==> config.mk <==
export PLATFORM = sky130hd
export DESIGN_NAME = mdu_hilo
export DESIGN_NICKNAME = d
export VERILOG_FILES = /design/src/rtl/mdu_pkg.sv /design/src/rtl/mdu_iter_core.sv /design/src/rtl/mdu_hilo.sv
export SDC_FILE = /design/constraint.sdc
export NUM_CORES = 1
export LEC_CHECK = 0
export CAP_MARGIN = 0
export CELL_PAD_IN_SITES_DETAIL_PLACEMENT = 1
export CELL_PAD_IN_SITES_GLOBAL_PLACEMENT = 1
export CORE_MARGIN = 3
export CORE_UTILIZATION = 35
export CTS_BUF_LIST = sky130_fd_sc_hd__clkbuf_2
export DETAILED_ROUTE_END_ITERATION = 8
export PLACE_DENSITY_LB_ADDON = 0.3
export SYNTH_ARGS = -nofsm -noshare
export SYNTH_HDL_FRONTEND = slang
export SYNTH_SLANG_ARGS = --single-unit
==> constraint.sdc <==
create_clock -name clk -period 3.1 [get_ports clk]
set_clock_uncertainty 0.05 [all_clocks]
set_input_delay 0.62 -clock clk [delete_from_list [all_inputs] [get_ports clk]]
set_output_delay 0.62 -clock clk [all_outputs]
set_load 0.02 [all_outputs]
==> src/rtl/mdu_pkg.sv <==
// Shared definitions for the HI/LO multiply/divide unit.
// Optional feature macro: MDU_MADD_EN (enables MADD/MADDU accumulate ops).
package mdu_pkg;

   localparam logic [2:0] MDU_MULT  = 3'd0;
   localparam logic [2:0] MDU_MULTU = 3'd1;
   localparam logic [2:0] MDU_DIV   = 3'd2;
   localparam logic [2:0] MDU_DIVU  = 3'd3;
   localparam logic [2:0] MDU_MADD  = 3'd4;
   localparam logic [2:0] MDU_MADDU = 3'd5;

   // Quotient reported on divide-by-zero (sliced to DATA_W, which must be <= 64)
   localparam logic [63:0] DIV_BY_ZERO_LO = '1;

   typedef enum logic [1:0] {
      IDLE = 2'd0,
      RUN  = 2'd1,
      FIX  = 2'd2
   } mdu_state_e;

   // Op codes that launch an operation in this build
   function automatic logic op_valid(input logic [2:0] op);
`ifdef MDU_MADD_EN
      return (op <= MDU_MADDU);
`else
      return (op <= MDU_DIVU);
`endif
   endfunction

   // Ops whose operands are two's-complement
   function automatic logic op_is_signed(input logic [2:0] op);
      return (op == MDU_MULT) || (op == MDU_DIV) || (op == MDU_MADD);
   endfunction

   function automatic logic op_is_div(input logic [2:0] op);
      return (op == MDU_DIV) || (op == MDU_DIVU);
   endfunction

endpackage

==> src/rtl/mdu_iter_core.sv <==
// Shared iterative datapath: shift-add multiply or restoring shift-subtract
// divide on unsigned magnitudes, one step per cycle, plus step counter.
// Multiply: {acc_hi,acc_lo} = a * b.  Divide: acc_lo = a / b, acc_hi = a % b.
module mdu_iter_core #(
   parameter int unsigned DATA_W = 32
) (
   input  logic              clk,
   input  logic              rst_n,
   input  logic              load,
   input  logic              step,
   input  logic              div_sel,
   input  logic [DATA_W-1:0] a,
   input  logic [DATA_W-1:0] b,
   output logic [DATA_W-1:0] acc_hi,
   output logic [DATA_W-1:0] acc_lo,
   output logic              last_c
);

   localparam int unsigned CNT_W = $clog2(DATA_W + 1);

   logic [DATA_W-1:0] opnd_q;
   logic              div_q;
   logic [CNT_W-1:0]  cnt_q;

   logic [DATA_W:0]   add_sum;
   logic [DATA_W:0]   shifted;
   logic [DATA_W+1:0] sub_diff;
   logic [DATA_W-1:0] hi_d;
   logic [DATA_W-1:0] lo_d;

   assign last_c = (cnt_q == CNT_W'(DATA_W - 1));

   // One multiply or divide step computed from the current accumulator
   always_comb begin
      add_sum  = {1'b0, acc_hi} + {1'b0, opnd_q};
      shifted  = {acc_hi, acc_lo[DATA_W-1]};
      sub_diff = {1'b0, shifted} - {2'b00, opnd_q};
      hi_d     = acc_hi;
      lo_d     = acc_lo;
      if (div_q) begin
         if (sub_diff[DATA_W+1]) begin
            hi_d = shifted[DATA_W-1:0];
            lo_d = {acc_lo[DATA_W-2:0], 1'b0};
         end else begin
            hi_d = sub_diff[DATA_W-1:0];
            lo_d = {acc_lo[DATA_W-2:0], 1'b1};
         end
      end else begin
         if (acc_lo[0]) begin
            {hi_d, lo_d} = {add_sum, acc_lo[DATA_W-1:1]};
         end else begin
            {hi_d, lo_d} = {1'b0, acc_hi, acc_lo[DATA_W-1:1]};
         end
      end
   end

   // Accumulator, operand and counter registers
   always_ff @(posedge clk or negedge rst_n) begin
      if (!rst_n) begin
         acc_hi <= '0;
         acc_lo <= '0;
         opnd_q <= '0;
         div_q  <= 1'b0;
         cnt_q  <= '0;
      end else if (load) begin
         acc_hi <= '0;
         acc_lo <= div_sel ? a : b;
         opnd_q <= div_sel ? b : a;
         div_q  <= div_sel;
         cnt_q  <= '0;
      end else if (step) begin
         acc_hi <= hi_d;
         acc_lo <= lo_d;
         cnt_q  <= cnt_q + CNT_W'(1);
      end
   end

endmodule

==> src/rtl/mdu_hilo.sv <==
// Iterative multiply/divide unit with architectural HI/LO registers.
// Optional feature macro: MDU_MADD_EN (MADD/MADDU accumulate into {hi,lo}).
module mdu_hilo
   import mdu_pkg::*;
#(
   parameter int unsigned DATA_W = 32
) (
   input  logic              clk,
   input  logic              rst_n,
   input  logic              start,
   input  logic [2:0]        op,
   input  logic [DATA_W-1:0] rs_data,
   input  logic [DATA_W-1:0] rt_data,
   input  logic              mthi,
   input  logic              mtlo,
   output logic              busy,
   output logic              done,
   output logic [DATA_W-1:0] hi,
   output logic [DATA_W-1:0] lo
);

   mdu_state_e state_q, state_d;

   logic              is_div_q, is_div_d;
   logic              neg_res_q, neg_res_d;
   logic              neg_rem_q, neg_rem_d;
   logic              b_zero_q, b_zero_d;
`ifdef MDU_MADD_EN
   logic              madd_q, madd_d;
`endif
   logic [DATA_W-1:0] hi_d, lo_d;
   logic              busy_d, done_d;

   logic              a_neg, b_neg, op_div;
   logic [DATA_W-1:0] mag_a, mag_b;
   logic              core_load, core_step, core_last;
   logic [DATA_W-1:0] core_hi, core_lo;

   logic [2*DATA_W-1:0] prod_mag, prod_signed, prod_final;
   logic [DATA_W-1:0]   quo, rem;

   // Operand magnitudes and sign flags for the incoming op
   always_comb begin
      a_neg  = op_is_signed(op) & rs_data[DATA_W-1];
      b_neg  = op_is_signed(op) & rt_data[DATA_W-1];
      op_div = op_is_div(op);
      mag_a  = a_neg ? -rs_data : rs_data;
      mag_b  = b_neg ? -rt_data : rt_data;
   end

   mdu_iter_core #(.DATA_W(DATA_W)) u_core (
      .clk     (clk),
      .rst_n   (rst_n),
      .load    (core_load),
      .step    (core_step),
      .div_sel (op_div),
      .a       (mag_a),
      .b       (mag_b),
      .acc_hi  (core_hi),
      .acc_lo  (core_lo),
      .last_c  (core_last)
   );

   // Sign correction of the unsigned core results
   always_comb begin
      prod_mag    = {core_hi, core_lo};
      prod_signed = neg_res_q ? -prod_mag : prod_mag;
`ifdef MDU_MADD_EN
      prod_final  = madd_q ? ({hi, lo} + prod_signed) : prod_signed;
`else
      prod_final  = prod_signed;
`endif
      quo = neg_res_q ? -core_lo : core_lo;
      rem = neg_rem_q ? -core_hi : core_hi;
   end

   // Next-state, HI/LO update and control outputs
   always_comb begin
      state_d   = state_q;
      hi_d      = hi;
      lo_d      = lo;
      busy_d    = busy;
      done_d    = 1'b0;
      is_div_d  = is_div_q;
      neg_res_d = neg_res_q;
      neg_rem_d = neg_rem_q;
      b_zero_d  = b_zero_q;
`ifdef MDU_MADD_EN
      madd_d    = madd_q;
`endif
      core_load = 1'b0;
      core_step = 1'b0;
      case (state_q)
         IDLE: begin
            if (start && op_valid(op)) begin
               core_load = 1'b1;
               state_d   = RUN;
               busy_d    = 1'b1;
               is_div_d  = op_div;
               neg_res_d = a_neg ^ b_neg;
               neg_rem_d = a_neg;
               b_zero_d  = (rt_data == '0);
`ifdef MDU_MADD_EN
               madd_d    = (op == MDU_MADD) || (op == MDU_MADDU);
`endif
            end else begin
               if (mthi) hi_d = rs_data;
               if (mtlo) lo_d = rs_data;
            end
         end
         RUN: begin
            core_step = 1'b1;
            if (core_last) state_d = FIX;
         end
         FIX: begin
            state_d = IDLE;
            busy_d  = 1'b0;
            done_d  = 1'b1;
            if (is_div_q) begin
               // On divide-by-zero the core leaves |rs| as remainder, so
               // sign-correcting it restores the original rs_data.
               hi_d = rem;
               lo_d = b_zero_q ? DIV_BY_ZERO_LO[DATA_W-1:0] : quo;
            end else begin
               {hi_d, lo_d} = prod_final;
            end
         end
         default: begin
            state_d = IDLE;
            busy_d  = 1'b0;
         end
      endcase
   end

   // State, HI/LO and output registers
   always_ff @(posedge clk or negedge rst_n) begin
      if (!rst_n) begin
         state_q   <= IDLE;
         hi        <= '0;
         lo        <= '0;
         busy      <= 1'b0;
         done      <= 1'b0;
         is_div_q  <= 1'b0;
         neg_res_q <= 1'b0;
         neg_rem_q <= 1'b0;
         b_zero_q  <= 1'b0;
`ifdef MDU_MADD_EN
         madd_q    <= 1'b0;
`endif
      end else begin
         state_q   <= state_d;
         hi        <= hi_d;
         lo        <= lo_d;
         busy      <= busy_d;
         done      <= done_d;
         is_div_q  <= is_div_d;
         neg_res_q <= neg_res_d;
         neg_rem_q <= neg_rem_d;
         b_zero_q  <= b_zero_d;
`ifdef MDU_MADD_EN
         madd_q    <= madd_d;
`endif
      end
   end

endmodule
# ---- Word level (Yosys, flattened, before mapping)
# Index checks and enable logic that the tools add are counted.
dict set report op_classes {
  mux 37
  n_eq_ne 11
  n_reduce_logical 14
  magnitude_cmp 1
  addsub 8
  bitwise 4
}
# op n
set ops {}
lappend ops {{$mux W32} 22}
lappend ops {{$neg A32 Y32} 4}
lappend ops {{$pmux W32 S2} 2}
lappend ops {{$mux W64} 1}
lappend ops {{$neg A64 Y64} 1}
lappend ops {{$sub A33 B32 Y34} 1}
lappend ops {{$add A32 B32 Y33} 1}
lappend ops {{$logic_not A32 Y1} 1}
lappend ops {{$mux W6} 2}
lappend ops {{$ne A2 B2 Y1 const B} 5}
lappend ops {{$add A6 B1 Y6 const B} 1}
lappend ops {{$eq A3 B2 Y1 const B} 2}
lappend ops {{$eq A6 B5 Y1 const B} 1}
lappend ops {{$mux W1} 6}
lappend ops {{$reduce_and A2 Y1} 3}
lappend ops {{$reduce_and A3 Y1} 2}
lappend ops {{$mux W2} 2}
lappend ops {{$pmux W2 S2} 1}
lappend ops {{$reduce_bool A2 Y1} 2}
lappend ops {{$eq A3 B3 Y1 const B} 1}
lappend ops {{$le A3 B2 Y1 const B} 1}
lappend ops {{$logic_not A3 Y1} 1}
lappend ops {{$logic_or A1 B1 Y1} 3}
lappend ops {{$and A1 B1 Y1} 2}
lappend ops {{7 further kinds} 7}
dict set report word_totals {
  output_inout_bits 66
  word_cells 89
  ff_bits 175
  in_bits 72
}

# ---- Longest topological paths before layout
dict set report logic_depth {
  word_depth 7
  mapped_depth 13
  mapped_depth_nobuf 12
}

# ---- Hierarchy
# From an unflattened synthesis, not the netlist that was laid out.
dict set report unflattened {
  cells_unflattened 1923
  area_unflattened_um2 15807.7
}
# mod area_each_um2 cells_each seq_area_each_um2 n_inst
set by_module_without_submodules {}
lappend by_module_without_submodules {mdu_iter_core 9422.8 1136 2577.5 1}
lappend by_module_without_submodules {mdu_hilo 6384.9 787 1801.7 1}

# ---- Worst setup path before layout
# OpenSTA, ideal clock, no wires.
dict set report synth_timing {
  path_kind {input-to-reg}
  startpoint {in rt_data[16]}
  endpoint {reg u_core.acc_lo[28]}
  setup_ns 0.136
  t_required_ns 2.914
  stages 9
  path_slack_ns -0.124
  n_path_buf 0
  t_arrival_ns 3.038
  path_cell_list {or4_4 > or4b_4 > or3_4 > or3_4 > nor2_1 > a21oi_1 > xor2_1 > a221oi_1 > o21ai_0}
}
dict set report synth_via {
  elab_chain_len 4
}
# element line
set synth_lines {}
lappend synth_lines {{start, declared} mdu_hilo.sv:13} ;# input logic [DATA_W-1:0] rt_data,
lappend synth_lines {{$neg A32 Y32} mdu_hilo.sv:48} ;# mag_b = b_neg ? -rt_data : rt_data;
lappend synth_lines {{$mux W32} mdu_hilo.sv:48}
lappend synth_lines {{$mux W32} mdu_iter_core.sv:67} ;# acc_lo <= div_sel ? a : b;
lappend synth_lines {{$mux W32} mdu_iter_core.sv:65} ;# end else if (load) begin
lappend synth_lines {{end signal, assigned} mdu_iter_core.sv:67}
lappend synth_lines {{end signal, assigned} mdu_iter_core.sv:73} ;# acc_lo <= lo_d;
lappend synth_lines {{end, declared} mdu_iter_core.sv:15} ;# output logic [DATA_W-1:0] acc_lo,
# No other way between the ends.
# A chain may end at the register's enable or synchronous reset.

# ---- Final worst setup path
dict set report layout_timing {
  startpoint {reg u_core.opnd_q[27]}
  endpoint {reg u_core.acc_hi[4]}
}
dict set report layout_via {
  elab_chain_len 5
}
# element line
set layout_lines {}
lappend layout_lines {{start, declared} mdu_iter_core.sv:21} ;# logic [DATA_W-1:0] opnd_q;
lappend layout_lines {{start signal, assigned} mdu_iter_core.sv:68} ;# opnd_q <= div_sel ? b : a;
lappend layout_lines {{$sub A33 B32 Y34} mdu_iter_core.sv:37} ;# sub_diff = {1'b0, shifted} - {2'b00, opnd_q};
lappend layout_lines {{$mux W32} mdu_iter_core.sv:41} ;# if (sub_diff[DATA_W+1]) begin
lappend layout_lines {{$mux W32} mdu_iter_core.sv:40} ;# if (div_q) begin
lappend layout_lines {{$mux W32} mdu_iter_core.sv:71} ;# end else if (step) begin
lappend layout_lines {{$mux W32} mdu_iter_core.sv:65}
lappend layout_lines {{end signal, assigned} mdu_iter_core.sv:72} ;# acc_hi <= hi_d;
lappend layout_lines {{end, declared} mdu_iter_core.sv:14} ;# output logic [DATA_W-1:0] acc_hi,
# No other way between the ends. The select of a mux whose other input is x is not followed.

==> out/metrics.cfg <==
[run_status]
status = finished with violations
violations = setup timing

[pwr]
pwr_density_cell_mw_per_mm2 = 1390
total_power_uw = 30400
max-vdd-ir-drop_uv = 493
leakage_uw = 0.00965

[grt]
grt_overflow = 0
grt_pass1_vias = 18972
antenna_found_initial = 3
grt_usage = 0.321
grt_pass1_wl_um = 115000
grt_max_degree = 73

[critical_path]
crit_path_max_incr_delay_ps = 470
cp_top_family = compound AO/OA/AOI/OAI gates
crit_cells = 14
r2r_cells = 14
worst-setup-path-type = flop to flop
cp.arrival_ps = 4040
critPathSlowestCell = dfrtp_1
crit_chain = inv_2 > ha_4 > a211o_1 > o211a_1 > a211o_1 > a211oi_4 > a21oi_4 > a21oi_4 > clkbuf_16 > buf_12 > buf_8 > nor2_4 > a21oi_2 > o221ai_1
critical_path.startpoint_type = flop
crit_fanout = 5
crit_buf_inv = 4
critPathRequiredTime_ps = 3870
critPathCaptureType = flop

[floorplanning]
die_w_um = 215
placementRows = 75
start_util = 0.359
dieArea_mm2 = 0.0462
ios = 138
fp.dieH_um = 215
core_mm2 = 0.0425

[sta]
finalSetupViolCount = 31
maxSlewViolCount = 0
hold_slack_ps = 177
finalCriticalPeriod_ps = 3270
worst_slew_pin_slew_ps = 866
setup_ws_ps = -171
fmax_ghz = 0.306
max_slew_margin = 0.421
hold_viol = 0
rsz0062_at_grt = yes
finalSetupTns_ps = -2510
finalCritPeriodShare = 1.06

[finish]
seqCellArea_mm2 = 0.00436
drive_above_1_share = 0.285
multi_input_area_mm2 = 0.0111
area_delta_synth_final_pct = 43.6
nets = 2580
num-fill-cells = 5082

[routing]
wl_per_cell_um = 25.9
first_pass_iters = 6
drc = 0
viasPerCell = 6.06
via_count = 18373
drt_wl_total_um = 78500
ant_nets = 0
drt_iter0_drc = 1525

[cts]
clock_sink_count = 174
cts_root_buf = clkbuf_2
htreeDepth = 4
clock_latency_ps = 950
cts.path.max_buffers = 2
cts_inserted_buffers = 17
cts_tree = yes
clk_pin_slew_ps = 290

[placement]
port_buffers = 137
dp_slack_ps = -752
dp_hpwl_um = 60400
routabilityCongestion = 0.972

[hold_path]
holdCritPathClass = input port to asynchronous set/reset pin

[logic_synthesis]
yosysTopAreaCell = dfrtp_1
netlist_top_cells_area = dfrtp_1, a21oi_1, ha_1, xor2_1, nand2_1
synth_commonest_cells = nand2_1, a21oi_1, dfrtp_1
yosysWarningCount = 0
synth.most_common_cell = nand2_1
syn_area_per_cell_um2 = 7.91
synth_top_cell_area_share = 0.285
ys_async_sr_fraction = 1.00
synth_seq_area_share = 0.285
syn_nets = 2074
synth_edf_count = 0
ys_ff_latch = 174
synth_cell_types = 77
synth_cells = 1931
netlist_area_mm2 = 0.0153
ys_dominant_reg_cell = dfrtp_1

[run]
max_cap_viol_count = 0

worst register-to-register path, stage by stage (launching register included):
cell	delay, ps
dfrtp_1	470
inv_2	140
ha_4	230
a211o_1	320
o211a_1	160
a211o_1	310
a211oi_4	320
a21oi_4	110
a21oi_4	320
clkbuf_16	230
buf_12	120
buf_8	110
nor2_4	30
a21oi_2	120
o221ai_1	140
cell families (layout without fill, tap and decap cells):
| group | Yosys count | after routing | synth area share |
|---|---|---|---|
| fa+ha+maj | 71 | 71 | 0.0592 |
| compound gates | 653 | 653 | 0.278 |
| xor+xnor | 172 | 172 | 0.0987 |
| flops | 174 | 174 | 0.285 |
| simple gates | 589 | 589 | 0.178 |
| other cells | 0 | 3 | 0 |
| mux | 77 | 77 | 0.0525 |
| buf+inv | 195 | 714 | 0.0481 |
flip-flops by register name, summed over array words and instances (netlist names):
signal	flops
b_zero_q	1
u_core.opnd_q	32
is_div_q	1
u_core.acc_hi	32
hi	32
neg_rem_q	1
done	1
busy	1
state_q	2
lo	32
u_core.cnt_q	6
neg_res_q	1
u_core.acc_lo	32
power breakdown:
group          total (µW)  switching, µW  internal [µW]
registers            4540           1120           3420
clock network        1430           1030            403
logic               24400          13500          11000
total               30400          15600          14800
area by class of cell:
| class | instances | share of cell area |
|---|---|---|
| clock buffer | 17 | 0.00388 |
| inverter | 62 | 0.0106 |
| tap | 577 | 0.0329 |
| antenna | 3 | 0.000343 |
| clock inverter | 15 | 0.00816 |
| sequential | 174 | 0.199 |
| multi-input combinational | 1562 | 0.505 |
| timing repair buffer | 620 | 0.240 |
metrics by stage:
stage	instances	cell area (µm²)	util
floorplan	1931	15300	-
global placement	2951	20300	0.477
detailed placement	2951	20300	0.477
CTS	3001	21100	0.497
global route	3030	21900	0.516
finish	3030	21900	0.516
metal layers:
| metal | vias to the layer above | wire, µm | GRT usage |
|---|---|---|---|
| li1 | 8086 | - | - |
| met1 | 9318 | 31900 | 0.413 |
| met2 | 741 | 36600 | 0.530 |
| met3 | 226 | 5920 | 0.0661 |
| met4 | 2 | 4000 | 0.124 |
| met5 | - | 14 | 0 |
timing repair:
action / 4_1_cts / 5_1_grt
setup endpoints to repair: 39 / 48
cloned: 1 / 2
buffers inserted: 16 / 25
pin swaps: 36 / 73
resized for setup: 79 / 131
hold buffers: 1 / 0
hold endpoints to repair: 67 / 0
layout by cell type (no fill, tap or decap), drive strengths merged, types with 24 or more instances in the layout:
cell type      count
a211oi            36
a21o              46
a21oi            194
a221oi            33
a31oi             28
buf              480
clkdlybuf4s50    136
dfrtp            174
ha                69
inv               68
mux2              25
mux2i             52
nand2            216
nand3             27
nor2             164
nor3              47
nor4              24
o21ai            138
o31ai             28
xnor2             75
xor2              97
path summary, 6_finish.rpt:
| check | start | end | slack, ps |
|---|---|---|---|
| max | u_core.opnd_q[27] | u_core.acc_hi[4] | -170 |
| min | rst_n | u_core.acc_hi[23] | 180 |
| max reg2reg | u_core.opnd_q[27] | u_core.acc_hi[4] | -170 |
| min reg2reg | lo[23] | lo[23] | 470 |
| max in group asynchronous | rst_n | u_core.cnt_q[4] | 1950 |
| min in group clk | rs_data[1] | lo[1] | 350 |
Power figures use the tool's default switching activity.
